<file path="config.mk">
export PLATFORM = sky130hd
export DESIGN_NAME = traffic_light_timer
export DESIGN_NICKNAME = d
export VERILOG_FILES = /design/src/rtl/traffic_pkg.sv /design/src/rtl/bcd_down_counter.sv /design/src/rtl/traffic_light_timer.sv
export SDC_FILE = /design/constraint.sdc
export NUM_CORES = 1
export LEC_CHECK = 0
export CAP_MARGIN = 10
export CORE_ASPECT_RATIO = 1.2
export CORE_MARGIN = 2
export CORE_UTILIZATION = 40
export CTS_CLUSTER_DIAMETER = 150
export CTS_CLUSTER_SIZE = 14
export DETAILED_ROUTE_END_ITERATION = 12
export MAX_ROUTING_LAYER = met4
export PLACE_DENSITY = 0.66
export SLEW_MARGIN = 20
export SYNTH_ARGS = -nofsm -noshare
export SYNTH_HDL_FRONTEND = slang
export SYNTH_SLANG_ARGS = --single-unit
</file>
<file path="constraint.sdc">
create_clock -name CLK -period 5 [get_ports CLK]
set_input_delay 1.5 -clock CLK [delete_from_list [all_inputs] [get_ports CLK]]
set_output_delay 1.5 -clock CLK [all_outputs]
set_load 0.03 [all_outputs]
</file>
<file path="src/rtl/traffic_pkg.sv">
// Shared definitions for the traffic-light timer.
// Provides the phase encoding and an elaboration-time binary-to-BCD helper
// that builds the per-phase countdown load constants.
package traffic_pkg;

   typedef enum logic [1:0] {
      PH_GREEN   = 2'd0,
      PH_YELLOW  = 2'd1,
      PH_RED     = 2'd2,
      PH_ILLEGAL = 2'd3
   } phase_e;

   localparam int MAX_DIGITS = 4;

   // Packs a non-negative integer into MAX_DIGITS BCD nibbles, LS digit in [3:0].
   function automatic logic [4*MAX_DIGITS-1:0] to_bcd(input int value);
      logic [4*MAX_DIGITS-1:0] bcd;
      int                      v;
      bcd = '0;
      v   = value;
      for (int i = 0; i < MAX_DIGITS; i++) begin
         bcd[4*i +: 4] = 4'(v % 10);
         v             = v / 10;
      end
      return bcd;
   endfunction

endpackage

</file>
<file path="src/rtl/bcd_down_counter.sv">
// Multi-digit BCD down-counter.
// Ports:
//   CLK         system clock
//   i_clr       synchronous clear to RST_VAL (highest priority)
//   i_load      load i_load_val (beats i_dec)
//   i_load_val  BCD value to load
//   i_dec       decrement by one with BCD borrow
//   o_bcd       current BCD value, digit 0 in [3:0]
//   o_zero      high when every digit is 0
module bcd_down_counter
   import traffic_pkg::*;
#(
   parameter int                  DIGITS  = 2,
   parameter logic [4*DIGITS-1:0] RST_VAL = '0
) (
   input  logic                CLK,
   input  logic                i_clr,
   input  logic                i_load,
   input  logic [4*DIGITS-1:0] i_load_val,
   input  logic                i_dec,
   output logic [4*DIGITS-1:0] o_bcd,
   output logic                o_zero
);

   if (DIGITS < 1 || DIGITS > MAX_DIGITS) begin : g_chk_digits
      $error("bcd_down_counter: DIGITS out of range");
   end

   logic [4*DIGITS-1:0] r_bcd;
   logic [4*DIGITS-1:0] w_dec_val;
   logic                w_borrow;

   // Ripple borrow: a 0 digit wraps to 9 and passes the borrow upward.
   always_comb begin
      w_dec_val = r_bcd;
      w_borrow  = 1'b1;
      for (int i = 0; i < DIGITS; i++) begin
         if (w_borrow) begin
            if (r_bcd[4*i +: 4] == 4'd0) begin
               w_dec_val[4*i +: 4] = 4'd9;
            end else begin
               w_dec_val[4*i +: 4] = r_bcd[4*i +: 4] - 4'd1;
               w_borrow            = 1'b0;
            end
         end
      end
   end

   always_ff @(posedge CLK) begin
      if (i_clr) begin
         r_bcd <= RST_VAL;
      end else if (i_load) begin
         r_bcd <= i_load_val;
      end else if (i_dec) begin
         r_bcd <= w_dec_val;
      end
   end

   assign o_bcd  = r_bcd;
   assign o_zero = (r_bcd == '0);

endmodule

</file>
<file path="src/rtl/traffic_light_timer.sv">
// Three-phase traffic-light timer with BCD countdown of remaining seconds.
// Ports:
//   CLK          system clock
//   CLR          synchronous active-high reset
//   EN           run enable; low freezes prescaler and countdown
//   PED_REQ      pedestrian request, level sampled every edge
//   digits       BCD seconds remaining in the phase, digit 0 in [3:0]
//   green/yellow/red  one-hot registered lamp outputs
//   phase        0 = green, 1 = yellow, 2 = red
//   ped_pending  pedestrian request accepted during the current green
//   tick         high in the cycle the countdown is evaluated
//
// state      | meaning
// PH_GREEN   | green lamp, pedestrian requests accepted
// PH_YELLOW  | yellow lamp
// PH_RED     | red lamp
// PH_ILLEGAL | unreachable; recovers to reset state on the next edge
module traffic_light_timer
   import traffic_pkg::*;
#(
   parameter int TICK_DIV    = 50000000,
   parameter int DIGITS      = 2,
   parameter int GREEN_SEC   = 25,
   parameter int YELLOW_SEC  = 3,
   parameter int RED_SEC     = 30,
   parameter int PED_MIN_SEC = 5
) (
   input  logic                CLK,
   input  logic                CLR,
   input  logic                EN,
   input  logic                PED_REQ,
   output logic [4*DIGITS-1:0] digits,
   output logic                green,
   output logic                yellow,
   output logic                red,
   output logic [1:0]          phase,
   output logic                ped_pending,
   output logic                tick
);

   localparam int MAX_SEC = (10 ** DIGITS) - 1;

   if (TICK_DIV < 2) begin : g_chk_div
      $error("TICK_DIV must be at least 2");
   end
   if (DIGITS < 1 || DIGITS > MAX_DIGITS) begin : g_chk_digits
      $error("DIGITS must be 1..4");
   end
   if (GREEN_SEC < 1 || GREEN_SEC > MAX_SEC) begin : g_chk_green
      $error("GREEN_SEC out of range");
   end
   if (YELLOW_SEC < 1 || YELLOW_SEC > MAX_SEC) begin : g_chk_yellow
      $error("YELLOW_SEC out of range");
   end
   if (RED_SEC < 1 || RED_SEC > MAX_SEC) begin : g_chk_red
      $error("RED_SEC out of range");
   end
   if (PED_MIN_SEC < 1 || PED_MIN_SEC > GREEN_SEC) begin : g_chk_ped
      $error("PED_MIN_SEC out of range");
   end

   localparam int            PW        = (TICK_DIV > 1) ? $clog2(TICK_DIV) : 1;
   localparam logic [PW-1:0] PRESC_MAX = PW'(TICK_DIV - 1);

   localparam logic [4*MAX_DIGITS-1:0] GREEN_BCD  = to_bcd(GREEN_SEC - 1);
   localparam logic [4*MAX_DIGITS-1:0] YELLOW_BCD = to_bcd(YELLOW_SEC - 1);
   localparam logic [4*MAX_DIGITS-1:0] RED_BCD    = to_bcd(RED_SEC - 1);
   localparam logic [4*MAX_DIGITS-1:0] PED_BCD    = to_bcd(PED_MIN_SEC - 1);

   localparam logic [4*DIGITS-1:0] GREEN_LOAD  = GREEN_BCD[4*DIGITS-1:0];
   localparam logic [4*DIGITS-1:0] YELLOW_LOAD = YELLOW_BCD[4*DIGITS-1:0];
   localparam logic [4*DIGITS-1:0] RED_LOAD    = RED_BCD[4*DIGITS-1:0];
   localparam logic [4*DIGITS-1:0] PED_LOAD    = PED_BCD[4*DIGITS-1:0];

   logic [PW-1:0]       r_presc;
   phase_e              r_phase;
   logic                r_green;
   logic                r_yellow;
   logic                r_red;
   logic                r_ped;

   logic                w_tick;
   logic                w_recover;
   logic                w_zero;
   logic                w_ped_acc;
   logic                w_ped_load;
   logic                w_advance;
   logic                w_load;
   logic                w_dec;
   logic [4*DIGITS-1:0] w_bcd;
   logic [4*DIGITS-1:0] w_next_load;
   logic [4*DIGITS-1:0] w_load_val;

   assign w_recover = (r_phase == PH_ILLEGAL);
   // tick is the registered terminal count qualified by EN, so a paused
   // prescaler sitting at its terminal value produces no tick.
   assign w_tick    = EN & (r_presc == PRESC_MAX);

   always_ff @(posedge CLK) begin
      if (CLR || w_recover) begin
         r_presc <= '0;
      end else if (EN) begin
         if (r_presc == PRESC_MAX) begin
            r_presc <= '0;
         end else begin
            r_presc <= r_presc + 1'b1;
         end
      end
   end

   // Packed BCD compares the same as binary, so a plain magnitude compare works.
   assign w_ped_acc  = PED_REQ & (r_phase == PH_GREEN);
   assign w_ped_load = w_ped_acc & (w_bcd > PED_LOAD);
   assign w_advance  = w_tick & w_zero & ~w_recover;
   assign w_load     = w_ped_load | w_advance;
   assign w_dec      = w_tick & ~w_zero;

   always_comb begin
      w_next_load = GREEN_LOAD;
      case (r_phase)
         PH_GREEN:  w_next_load = YELLOW_LOAD;
         PH_YELLOW: w_next_load = RED_LOAD;
         default:   w_next_load = GREEN_LOAD;
      endcase
   end

   // A pedestrian load and a phase advance are exclusive: the load needs
   // digits above PED_LOAD, the advance needs digits at zero.
   assign w_load_val = w_ped_load ? PED_LOAD : w_next_load;

   bcd_down_counter #(
      .DIGITS  (DIGITS),
      .RST_VAL (GREEN_LOAD)
   ) u_count (
      .CLK        (CLK),
      .i_clr      (CLR | w_recover),
      .i_load     (w_load),
      .i_load_val (w_load_val),
      .i_dec      (w_dec),
      .o_bcd      (w_bcd),
      .o_zero     (w_zero)
   );

   always_ff @(posedge CLK) begin
      if (CLR) begin
         r_phase  <= PH_GREEN;
         r_green  <= 1'b1;
         r_yellow <= 1'b0;
         r_red    <= 1'b0;
         r_ped    <= 1'b0;
      end else begin
         case (r_phase)
            PH_GREEN: begin
               if (w_advance) begin
                  r_phase  <= PH_YELLOW;
                  r_green  <= 1'b0;
                  r_yellow <= 1'b1;
                  r_ped    <= 1'b0;
               end else if (w_ped_acc) begin
                  r_ped    <= 1'b1;
               end
            end
            PH_YELLOW: begin
               if (w_advance) begin
                  r_phase  <= PH_RED;
                  r_yellow <= 1'b0;
                  r_red    <= 1'b1;
               end
            end
            PH_RED: begin
               if (w_advance) begin
                  r_phase  <= PH_GREEN;
                  r_red    <= 1'b0;
                  r_green  <= 1'b1;
               end
            end
            default: begin
               r_phase  <= PH_GREEN;
               r_green  <= 1'b1;
               r_yellow <= 1'b0;
               r_red    <= 1'b0;
               r_ped    <= 1'b0;
            end
         endcase
      end
   end

   assign digits      = w_bcd;
   assign green       = r_green;
   assign yellow      = r_yellow;
   assign red         = r_red;
   assign phase       = r_phase;
   assign ped_pending = r_ped;
   assign tick        = w_tick;

endmodule

</file>
### After elaboration in Yosys (flattened, before gate mapping)

Cells that the tools add are included.

* flip-flop bits (word level): 40
* input port bits: 4
* logic and storage cells: 69

* $add $sub $neg: 3
* order comparisons: 1
* eq/ne operators: 8
* multiplexer cells: 21
* bitwise logic cells: 14
* reduce and logical (&&, ||, !) cells: 14

Operators with widths (count)
* adder 26 x 1 -> 26 bit, second input constant: 1
* == test 26 bit, second input constant: 1
* two-way mux 26 bit: 1
* two-way mux 8 bit: 3
* two-way mux 4 bit: 3
* one-hot mux 6 bit (2 select lines): 1
* AND reduction 3 bit: 4
* one-hot mux 1 bit (3 select lines): 3
* > comparator 8 x 3 -> 1 bit, second input constant: 1
* zero test 4 bit: 2
* zero test 8 bit: 1
* subtractor 4 x 1 -> 4 bit, second input constant: 2
* bitwise AND 1 bit: 6
* two-way mux 2 bit: 3
* != test 2 bit, second input constant: 3
* NOT 1 bit: 6
* one-hot mux 2 bit (3 select lines): 1
* two-way mux 1 bit: 5
* == test 2 bit, second input constant: 2
* AND reduction 2 bit: 2
* nonzero test 2 bit: 2
* != test 3 bit, second input constant: 1
* == test 2 x 1 -> 1 bit, second input constant: 1
* zero test 2 bit: 1
* other kinds (4): 5

### Depth between registers and ports, before layout

* word-level depth: 7
* gate-level depth with buffers: 8
* depth with buffers taken out: 7

### Cells and area by module

A second synthesis with hierarchy kept.

* cell total of the unflattened synthesis: 247
* area, all modules: 2093.3 sq um

Modules (own cells, without submodules)
* traffic_light_timer: instances 1, cells an instance 194, area each 1647.8 sq um
* bcd_down_counter: instances 1, cells an instance 53, area each 445.4 sq um

### Worst setup path before layout

Ideal clock, no wire load.

* path type: input to output
* start: input port EN
* end: output port tick
* arrival time: 2.434 ns
* slack: 1.066 ns
* cell stages on the path: 6
* path buffers: 2
* cells stage by stage: buf_4 -> and4_4 -> nand4_4 -> or2_1 -> buf_6 -> clkinv_4

* longest elaborated chain between the ends: 1

Ends and longest elaborated chain
* start: declaration: line traffic_light_timer.sv:30 `input logic EN,`
* bitwise AND 1 bit: line traffic_light_timer.sv:97 `assign w_tick = EN & (r_presc == PRESC_MAX);`
* end: declaration: line traffic_light_timer.sv:38 `output logic tick`

No other way between the ends.

### Worst setup path after layout

Same ends and word-level chain as after synthesis.

==> impl_metrics.ini <==
[place]
place.gp.congestion = 0.839
io_buffers = 18
place_hpwl_mm = 2.83
place_area_mm2 = 0.00228

[critical_path]
crit_arrival_ps = 2960
crit_type = input port to primary output
startpoint = EN
reg2reg_from = r_presc[0]
path_max_fanout = 9
worstPathRequired_ps = 3500
startpoint_type = input port
cp-end-kind = primary output

[clocking]
cts-resized-gates = 0
cts_hold_buf = 0
htreeDepth = 2
cts_tree = yes
clk_path_buf_depth = 2
cts_buffers = 5
clkLatencyLatePin_ps = 290
clk_pin_slew_ps = 70
clkSinkCount = 40
cts_setup_buffers = 0
cts-root-buf = clkbuf_8

[job]
drv_cap = 0

[power_and_ir_drop]
leakagePower_nw = 0.849
swShare_pct = 22.4
p_comb_share_pct = 7.5
sequentialPowerShare_pct = 52.1
p_clk_share_pct = 40.4
p_sw_mw = 0.142
p_int_mw = 0.492
fin_total_pwr_mw = 0.635
powerDensity_mw_per_mm2 = 266
vdd_drop_max_uv = 145

[timing]
finalSetupViolCount = 0
hold_viol = 0
max_freq_mhz = 224
min_period_ps = 4460
slew_headroom_pct = 40.6
slew_viol_final = 0
tightest_slew_ps = 889
fin_crit_sh_pct = 89.2
rsz0062_at_grt = no
setup_tns_ps = 0
clock-skew-final_ps = 6.90

[global_route]
grt_max_degree = 27
track_usage_pct = 15.5
grt_antenna_before_repair = 0
grt_pass1_wl_mm = 6.91
overflow = 0
grt_pass1_vias = 1558

[route]
drc = 0
ant_nets = 0
dr.pass1.iters = 4
finalWirelength_mm = 3.95
post_drt_wl_per_cell_um = 12.7
routed_via_density = 5.30
via_count = 1654
drtIter0Drc = 91

[floorplan]
die_area_mm2 = 0.00574
die_h_um = 82.6
die_width_um = 69.5
start_util_pct = 41.7
placementRows = 28
io_pins = 19
core_mm2 = 0.00494

[yosys]
ys_dominant_reg_cell = dfxtp_1
synth.area.top_cells = dfxtp_1 (39%), xor2_1 (8.1%), nor2_1 (7.3%), ha_1 (3.6%), nand2_1 (3.1%)
syn_nets = 241
synth_top_area_share_pct = 38.9
synth.largest_area_cell = dfxtp_1
syn-instance-count = 231
async_flop_share_pct = 0
netlist_area_mm2 = 0.00206
ys_seq_area_share_pct = 38.9
synth_seq_cells = 40
synth_enable_flop_cells = 0
ys_warn_count = 0
ys_types = 50
syn_avg_cell_area_um2 = 8.91

[final_layout]
final_cell_mix = nor2_1 (40), dfxtp_1 (40), xor2_1 (19)
drive_gt1_share_pct = 10.7
area_growth_pct = 16.1
fin_area_mm2 = 0.00239
num_antenna_cells = 0
fin_nets = 261

[outcome]
status = finished clean

[hold_path]
hp-start = r_presc[22]
hp-class = flop to flop
-- metrics by stage --
stage	hold WS (ps)	util (%)	std cells	setup WS, ps
after floorplan	471	-	231	1070
after global placement	485	46.2	304	545
after detailed placement	497	46.2	304	531
after CTS	518	48.4	312	531
after global routing	540	48.4	312	430
final	514	48.4	312	538
-- layer usage --
metal,global-route usage [%],routed length [um]
met4,6.47,64
met2,27.2,1920
met1,17.1,1830
met3,3.64,140
met5,-,0
-- worst paths after layout --
kind                                    end  slack (ps)  cells past startpoint
worst max-delay path                   tick         540                      6
worst min-delay path            r_presc[22]         510                      2
worst max register to register   r_presc[2]        2600                      6
worst min register to register  r_presc[22]         510                      2
-- cell usage after synthesis, types with 2 or more instances --
cell type and instances:
or2_2 2, a21oi_1 10, nand3_1 11, xor2_1 19, mux2i_1 5, nor4_4 2, ha_1 6, clkbuf_1 2
xnor2_1 7, nor3_1 8, dfxtp_1 40, nor4_2 2, nor2b_1 3, buf_2 2, o21ai_0 3, a211oi_1 3
nor4_1 3, nand4_1 8, inv_1 6, nor2_1 40, and3_1 2, nand2_1 17, and4_1 2, mux2_2 2
-- power groups by stage --
stage          Combinational (mW)  Sequential, mW  Clock (mW)
6_report                   0.0475           0.331       0.257
3_5_place_dp               0.0475           0.338           0
5_1_grt                    0.0519           0.332       0.279
2_1_floorplan              0.0289           0.342           0
4_1_cts                    0.0478           0.331       0.268
3_3_place_gp               0.0475           0.338           0
-- sequential cells by signal (all words and copies together) (netlist names) --
register	flops
ped_pending	1
phase	2
r_presc	26
green	1
yellow	1
red	1
u_count.o_bcd	8
-- layout make-up --
type                    count  area, um2
clock buffers               6       72.6
fillers                   497       2550
inverters                   7       31.3
clock inverters             2       35.0
multi-input cells         178       1190
well taps                  60       75.1
repair buffers             19        185
flip-flops and latches     40        801
-- cells by family (layout without fill, tap and decap cells) --
group,after synthesis,after routing,share of synthesized area [%]
simple gates,113,113,31.1
flops,40,40,38.9
compound gates,26,26,8.45
xor+xnor,26,26,11.1
buf+inv,13,34,3.28
mux,7,7,3.53
fa+ha+maj,6,6,3.65
-- worst max-delay path, stage by stage --
cell	delay, ps
clkdlybuf4s50_1	470
and4_4	250
nand4_4	150
or2_1	350
clkinv_4	80
buf_4	150
(Power assumes the default switching activity.)
